File: config.mk
export PLATFORM = sky130hd
export DESIGN_NAME = xy_input_requester
export DESIGN_NICKNAME = d
export VERILOG_FILES = /design/src/rtl/noc_pkg.sv /design/src/rtl/sync_fifo.sv /design/src/rtl/xy_input_requester.sv
export SDC_FILE = /design/constraint.sdc
export NUM_CORES = 1
export LEC_CHECK = 0
export ABC_CLOCK_PERIOD_IN_PS = 6400
export CORE_MARGIN = 2
export CORE_UTILIZATION = 55
export DETAILED_ROUTE_END_ITERATION = 12
export GPL_ROUTABILITY_DRIVEN = 0
export GPL_TIMING_DRIVEN = 0
export PLACE_DENSITY = 0.83
export SKIP_CTS_REPAIR_TIMING = 1
export SYNTH_ARGS = -nofsm -noshare
export SYNTH_HDL_FRONTEND = slang
export SYNTH_HIERARCHICAL = 1
export SYNTH_SLANG_ARGS = --single-unit
File: constraint.sdc
create_clock -name clk_i -period 6.4 [get_ports clk_i]
set_clock_uncertainty 0.05 [all_clocks]
set_input_delay 0.64 -clock clk_i [delete_from_list [all_inputs] [get_ports clk_i]]
set_output_delay 0.64 -clock clk_i [all_outputs]
set_load 0.01 [all_outputs]
File: src/rtl/noc_pkg.sv
// Shared router definitions: output port indices, input-unit FSM states and XY routing.
package noc_pkg;

   localparam logic [2:0] PORT_LOCAL = 3'd0;
   localparam logic [2:0] PORT_NORTH = 3'd1;
   localparam logic [2:0] PORT_EAST  = 3'd2;
   localparam logic [2:0] PORT_SOUTH = 3'd3;
   localparam logic [2:0] PORT_WEST  = 3'd4;

   typedef enum logic [1:0] {
      IDLE = 2'd0,
      REQ  = 2'd1,
      SEND = 2'd2
   } state_e;

   // Dimension-ordered routing: resolve X fully before Y.
   function automatic logic [2:0] xy_route(input int unsigned dest_x, input int unsigned dest_y,
                                           input int unsigned x_id, input int unsigned y_id);
      if (dest_x > x_id) return PORT_EAST;
      if (dest_x < x_id) return PORT_WEST;
      if (dest_y > y_id) return PORT_NORTH;
      if (dest_y < y_id) return PORT_SOUTH;
      return PORT_LOCAL;
   endfunction

endpackage

File: src/rtl/sync_fifo.sv
// Small synchronous FIFO with wrap-bit pointers and a combinational head for same-cycle routing.
module sync_fifo #(
   parameter int DATA_W     = 8,
   parameter int FIFO_DEPTH = 4
) (
   input  logic              clk_i,
   input  logic              rst_ni,
   input  logic              push,
   input  logic [DATA_W-1:0] push_data,
   input  logic              pop,
   output logic [DATA_W-1:0] head,
   output logic              full,
   output logic              empty
);

   localparam int AW = $clog2(FIFO_DEPTH);

   logic [AW:0]       wr_ptr_reg;
   logic [AW:0]       rd_ptr_reg;
   logic [DATA_W-1:0] mem [FIFO_DEPTH];

   always_ff @(posedge clk_i) begin
      if (!rst_ni) begin
         wr_ptr_reg <= '0;
         rd_ptr_reg <= '0;
      end else begin
         if (push) wr_ptr_reg <= wr_ptr_reg + (AW+1)'(1);
         if (pop)  rd_ptr_reg <= rd_ptr_reg + (AW+1)'(1);
      end
   end

   // Storage needs no reset: the pointers alone define what is valid.
   always_ff @(posedge clk_i) begin
      if (push) mem[wr_ptr_reg[AW-1:0]] <= push_data;
   end

   assign head  = mem[rd_ptr_reg[AW-1:0]];
   assign empty = (wr_ptr_reg == rd_ptr_reg);
   assign full  = (wr_ptr_reg[AW] != rd_ptr_reg[AW]) &&
                  (wr_ptr_reg[AW-1:0] == rd_ptr_reg[AW-1:0]);

endmodule

File: src/rtl/xy_input_requester.sv
// Router input unit: buffers flits, XY-routes the head and requests the output arbiter until granted.
// Optional REQ_STALL_CNT_EN adds stall_o, flagging requests left ungranted for STALL_LIMIT cycles.
module xy_input_requester
   import noc_pkg::*;
#(
   parameter int OUT_N       = 5,
   parameter int DATA_W      = 8,
   parameter int COORD_W     = 2,
   parameter int X_ID        = 1,
   parameter int Y_ID        = 1,
   parameter int FIFO_DEPTH  = 4,
   parameter int STALL_LIMIT = 8
) (
   input  logic              clk_i,
   input  logic              rst_ni,
   input  logic [DATA_W-1:0] data_i,
   input  logic              valid_i,
   output logic              ready_o,
   output logic [OUT_N-1:0]  req_o,
   input  logic [OUT_N-1:0]  grant_i,
   output logic [DATA_W-1:0] data_o,
   output logic              valid_o
`ifdef REQ_STALL_CNT_EN
   ,
   output logic              stall_o
`endif
);

   state_e            state_reg, state_next;
   logic              push, pop, full, empty, grant_hit;
   logic [DATA_W-1:0] head;
   logic [2:0]        route;
   logic [DATA_W-1:0] data_reg;
   logic              valid_reg;

   sync_fifo #(
      .DATA_W     (DATA_W),
      .FIFO_DEPTH (FIFO_DEPTH)
   ) u_fifo (
      .clk_i     (clk_i),
      .rst_ni    (rst_ni),
      .push      (push),
      .push_data (data_i),
      .pop       (pop),
      .head      (head),
      .full      (full),
      .empty     (empty)
   );

   assign ready_o = !full;
   assign push    = valid_i & ready_o;
   assign route   = xy_route(32'(head[COORD_W-1:0]), 32'(head[2*COORD_W-1:COORD_W]),
                             32'(X_ID), 32'(Y_ID));

   genvar gi;
   generate
      for (gi = 0; gi < OUT_N; gi++) begin : g_req
         assign req_o[gi] = (state_reg == REQ) && (route == 3'(gi));
      end
   endgenerate

   // Only the grant bit matching our own request can be set in the AND.
   assign grant_hit = |(req_o & grant_i);
   assign pop       = grant_hit;

   // A push is counted as non-empty so the request rises the cycle after the flit lands.
   always_comb begin
      state_next = state_reg;
      case (state_reg)
         IDLE:    if (push || !empty) state_next = REQ;
         REQ:     if (grant_hit) state_next = SEND;
         SEND:    state_next = (push || !empty) ? REQ : IDLE;
         default: state_next = IDLE;
      endcase
   end

   always_ff @(posedge clk_i) begin
      if (!rst_ni) begin
         state_reg <= IDLE;
         data_reg  <= '0;
         valid_reg <= 1'b0;
      end else begin
         state_reg <= state_next;
         valid_reg <= grant_hit;
         if (grant_hit) data_reg <= head;
      end
   end

   assign data_o  = data_reg;
   assign valid_o = valid_reg;

`ifdef REQ_STALL_CNT_EN
   localparam int CNT_W = $clog2(STALL_LIMIT) + 1;
   logic [CNT_W-1:0] stall_cnt_reg;

   always_ff @(posedge clk_i) begin
      if (!rst_ni || grant_hit) begin
         stall_cnt_reg <= '0;
      end else if (state_reg == REQ && stall_cnt_reg != '1) begin
         stall_cnt_reg <= stall_cnt_reg + CNT_W'(1);
      end
   end

   assign stall_o = (stall_cnt_reg >= CNT_W'(STALL_LIMIT));
`else
   localparam int STALL_LIMIT_UNUSED = STALL_LIMIT;
`endif

endmodule
==> impl_metrics.tcl <==
set metrics [dict create \
    status "completed" \
    finalCritPeriodShare 0.5079 \
    r2r-end "u_fifo/rd_ptr_reg[1]" \
    synthesis.nets 165 \
    netlist_area_um2 2117 \
    numPlacedInstances 222 \
    place.port_buffers 30 \
    wl_per_cell_um 14.72 \
    avgSynthCellArea_um2 14.70 \
    hold_viol 0 \
    antenna_found_initial 0 \
    power.density_nw_per_um2 322.3 \
    io_pins 31 \
    syn_to_final_growth_pct 20.98 \
    r2r_setup_slack_ps 3840 \
    slew-limit-headroom 0.7114 \
    worstSetupPathType "reg -> out" \
    finalSetupViolCount 0 \
    fp.coreArea_um2 3689 \
    stdcell_count 230 \
    cp_max_fo 8 \
    yosys_most_used_dff "edfxtp_1" \
    drive_above_1_share 0.1429 \
    rows 22 \
    slowest_stage "mux4_2" \
    num_antenna_cells 0 \
    synth_cell_types 33 \
    crit_path_end_kind "output pin" \
    cts-buffers-inserted 5 \
    synth_area_leader_cell "edfxtp_1" \
    worst-slew-pin-transition_ps 432.9 \
    fmax_mhz 307.6 \
    synth_top_area_share 0.4539 \
    fin_nets 202 \
    drcViolationCount 0 \
    cts.sinks 51 \
    grt_pass1_vias 1239 \
    drv_cap 0 \
    grt_start_max_net_pins 16 \
    grt_remaining_overflow 0 \
    rsz0062_at_grt "no" \
    worstHoldPathType "reg -> reg" \
    crit_end "req_o[3]" \
    async_flop_share 0 \
    fin_tns_setup_ps 0 \
    die_w_um 66.04 \
    clk-insertion-delay-late_ps 310 \
    ys_seq_area_frac 0.6336 \
    htreeDepth 2 \
    num_vias 1226 \
    slowest_delay_ps 570 \
    clkTransAtPathRegs_ps 90 \
    critPathArrivalTime_ps 2560 \
    synth_warnings 6 \
    cts_root_buffer "clkbuf_8" \
    ys_ff_latch 51 \
    p_leak_nw 0.9303 \
    ant_nets 0 \
    first_iter_violations 48 \
    grt_pass1_wl_mm 5.582 \
    cts.path.max_buffers 2 \
    largest_reg_flops 32 \
    die_area_um2 4361 \
    groute.usage.overall 0.1830 \
    required_ps 5710 \
    critPathLaunchType "flip-flop" \
    drv_slew 0 \
    fin_crit_ps 3251 \
    synthTopCellsByArea "edfxtp_1, dfxtp_1, mux4_2" \
    reg2reg_depth 9 \
    initial_core_util 0.5739 \
    dp_hpwl_mm 2.491 \
    ir_drop_v 0.0001747 \
    die_y_um 66.04 \
    routed_via_density 5.330 \
    drt_pass1_iterations 4 \
    routed_wl_mm 3.385 \
    p_total_w 0.0008254 \
    crit_chain "buf_6 -> mux4_2 -> and4bb_2 -> nor3b_1 -> clkdlybuf4s50_1" \
    synthCells 144 \
    cts_tree "done" \
    worstHoldStart "data_o[2]" \
    synth_edf_count 32 \
]
==> Yosys cell counts (2+ instances only) <==
cell,number
mux2i_1,8
a32o_1,2
xor2_1,2
nand3b_1,2
a21bo_2,2
nand2b_1,2
dfxtp_1,19
nor2b_1,5
nor3b_1,5
buf_6,2
clkbuf_1,2
nor2_1,5
xnor2_1,3
and2_1,8
inv_1,4
ha_1,5
edfxtp_1,32
nand2_1,13
mux4_2,8
a21oi_1,2
==> cell type report <==
class	instances	area, um2
Sequential cell	51	1341
Fill cell	279	1127
Multi-Input combinational cell	82	716.9
Timing Repair Buffer	30	300.3
Clock buffer	5	68.82
Tap cell	48	60.06
Buffer	6	40.04
Inverter	5	18.77
Clock inverter	3	15.01
==> layout by cell type, fill, tap and decap left out, types with 2 or more instances in the layout <==
| cell type | netlist | final |
|---|---|---|
| clkbuf_8 | 0 | 5 |
| nor2_1 | 5 | 5 |
| xnor2_1 | 3 | 3 |
| a21bo_2 | 2 | 2 |
| clkinv_2 | 0 | 3 |
| a32o_1 | 2 | 2 |
| xor2_1 | 2 | 2 |
| nand2b_1 | 2 | 2 |
| nor2b_1 | 5 | 5 |
| buf_6 | 2 | 2 |
| nand3b_1 | 2 | 2 |
| ha_1 | 5 | 5 |
| edfxtp_1 | 32 | 32 |
| nor3b_1 | 5 | 5 |
| clkdlybuf4s50_1 | 0 | 30 |
| inv_1 | 4 | 4 |
| dfxtp_1 | 19 | 19 |
| mux4_2 | 8 | 8 |
| nand2_1 | 13 | 13 |
| mux2i_1 | 8 | 8 |
| clkbuf_1 | 2 | 2 |
| and2_1 | 8 | 8 |
| a21oi_1 | 2 | 2 |
==> layer usage <==
layer  track usage  part of all wire  up-vias
met5             0                 0        -
met4        0.1148             0.019        0
met3       0.04600             0.069        5
met2        0.3043              0.50       39
met1        0.2111              0.41      587
li1              -                 -      595
==> worst max-delay path, delay by kind of cell, from the launching register on <==
kind,cells,cell delay (ps)
mux,1,570
simple gates,2,630
flops,1,330
buf+inv,2,730
==> report_power, final <==
group          internal [W]  switching [W]  leakage (nW)
clock network     0.0000748      0.0000983        0.0477
registers          0.000387      0.0000200         0.449
logic              0.000133       0.000112         0.434
total              0.000595       0.000230         0.930
==> cells by family (layout without fill, tap and decap cells) <==
family / after synthesis / after routing / share of synthesized area
and+or+nand+nor: 44 / 44 / 0.1164
xor gates and xnor gates: 5 / 5 / 0.02069
buffers and inverters: 11 / 49 / 0.02777
DFF: 51 / 51 / 0.6336
adders and majority gates: 5 / 5 / 0.02955
muxes: 17 / 17 / 0.1300
AOI/OAI and AO/OA: 11 / 11 / 0.04196
==> per-stage QoR <==
| stage | hold slack (ps) | util | setup slack (ps) | cell area [um2] |
|---|---|---|---|---|
| 2_1_floorplan | 432.3 | - | 4015 | 2117 |
| 3_3_place_gp | 394.0 | 0.6716 | 3520 | 2477 |
| 3_5_place_dp | 404.5 | 0.6716 | 3479 | 2477 |
| 4_1_cts | 416.4 | 0.6944 | 3120 | 2561 |
| 5_1_grt | 445.5 | 0.6944 | 3054 | 2561 |
| 6_report | 414.1 | 0.6944 | 3149 | 2561 |
==> worst min path at each step <==
| stage | to | slack (ps) | cells past startpoint |
|---|---|---|---|
| after global routing | data_o[5] | 450 | 2 |
| final | data_o[2] | 410 | 2 |
| after global placement | data_o[0] | 390 | 2 |
| after CTS | data_o[2] | 420 | 2 |
| after floorplan | data_o[4] | 430 | 2 |
| after detailed placement | data_o[2] | 400 | 2 |
(Power assumes the default switching activity.)
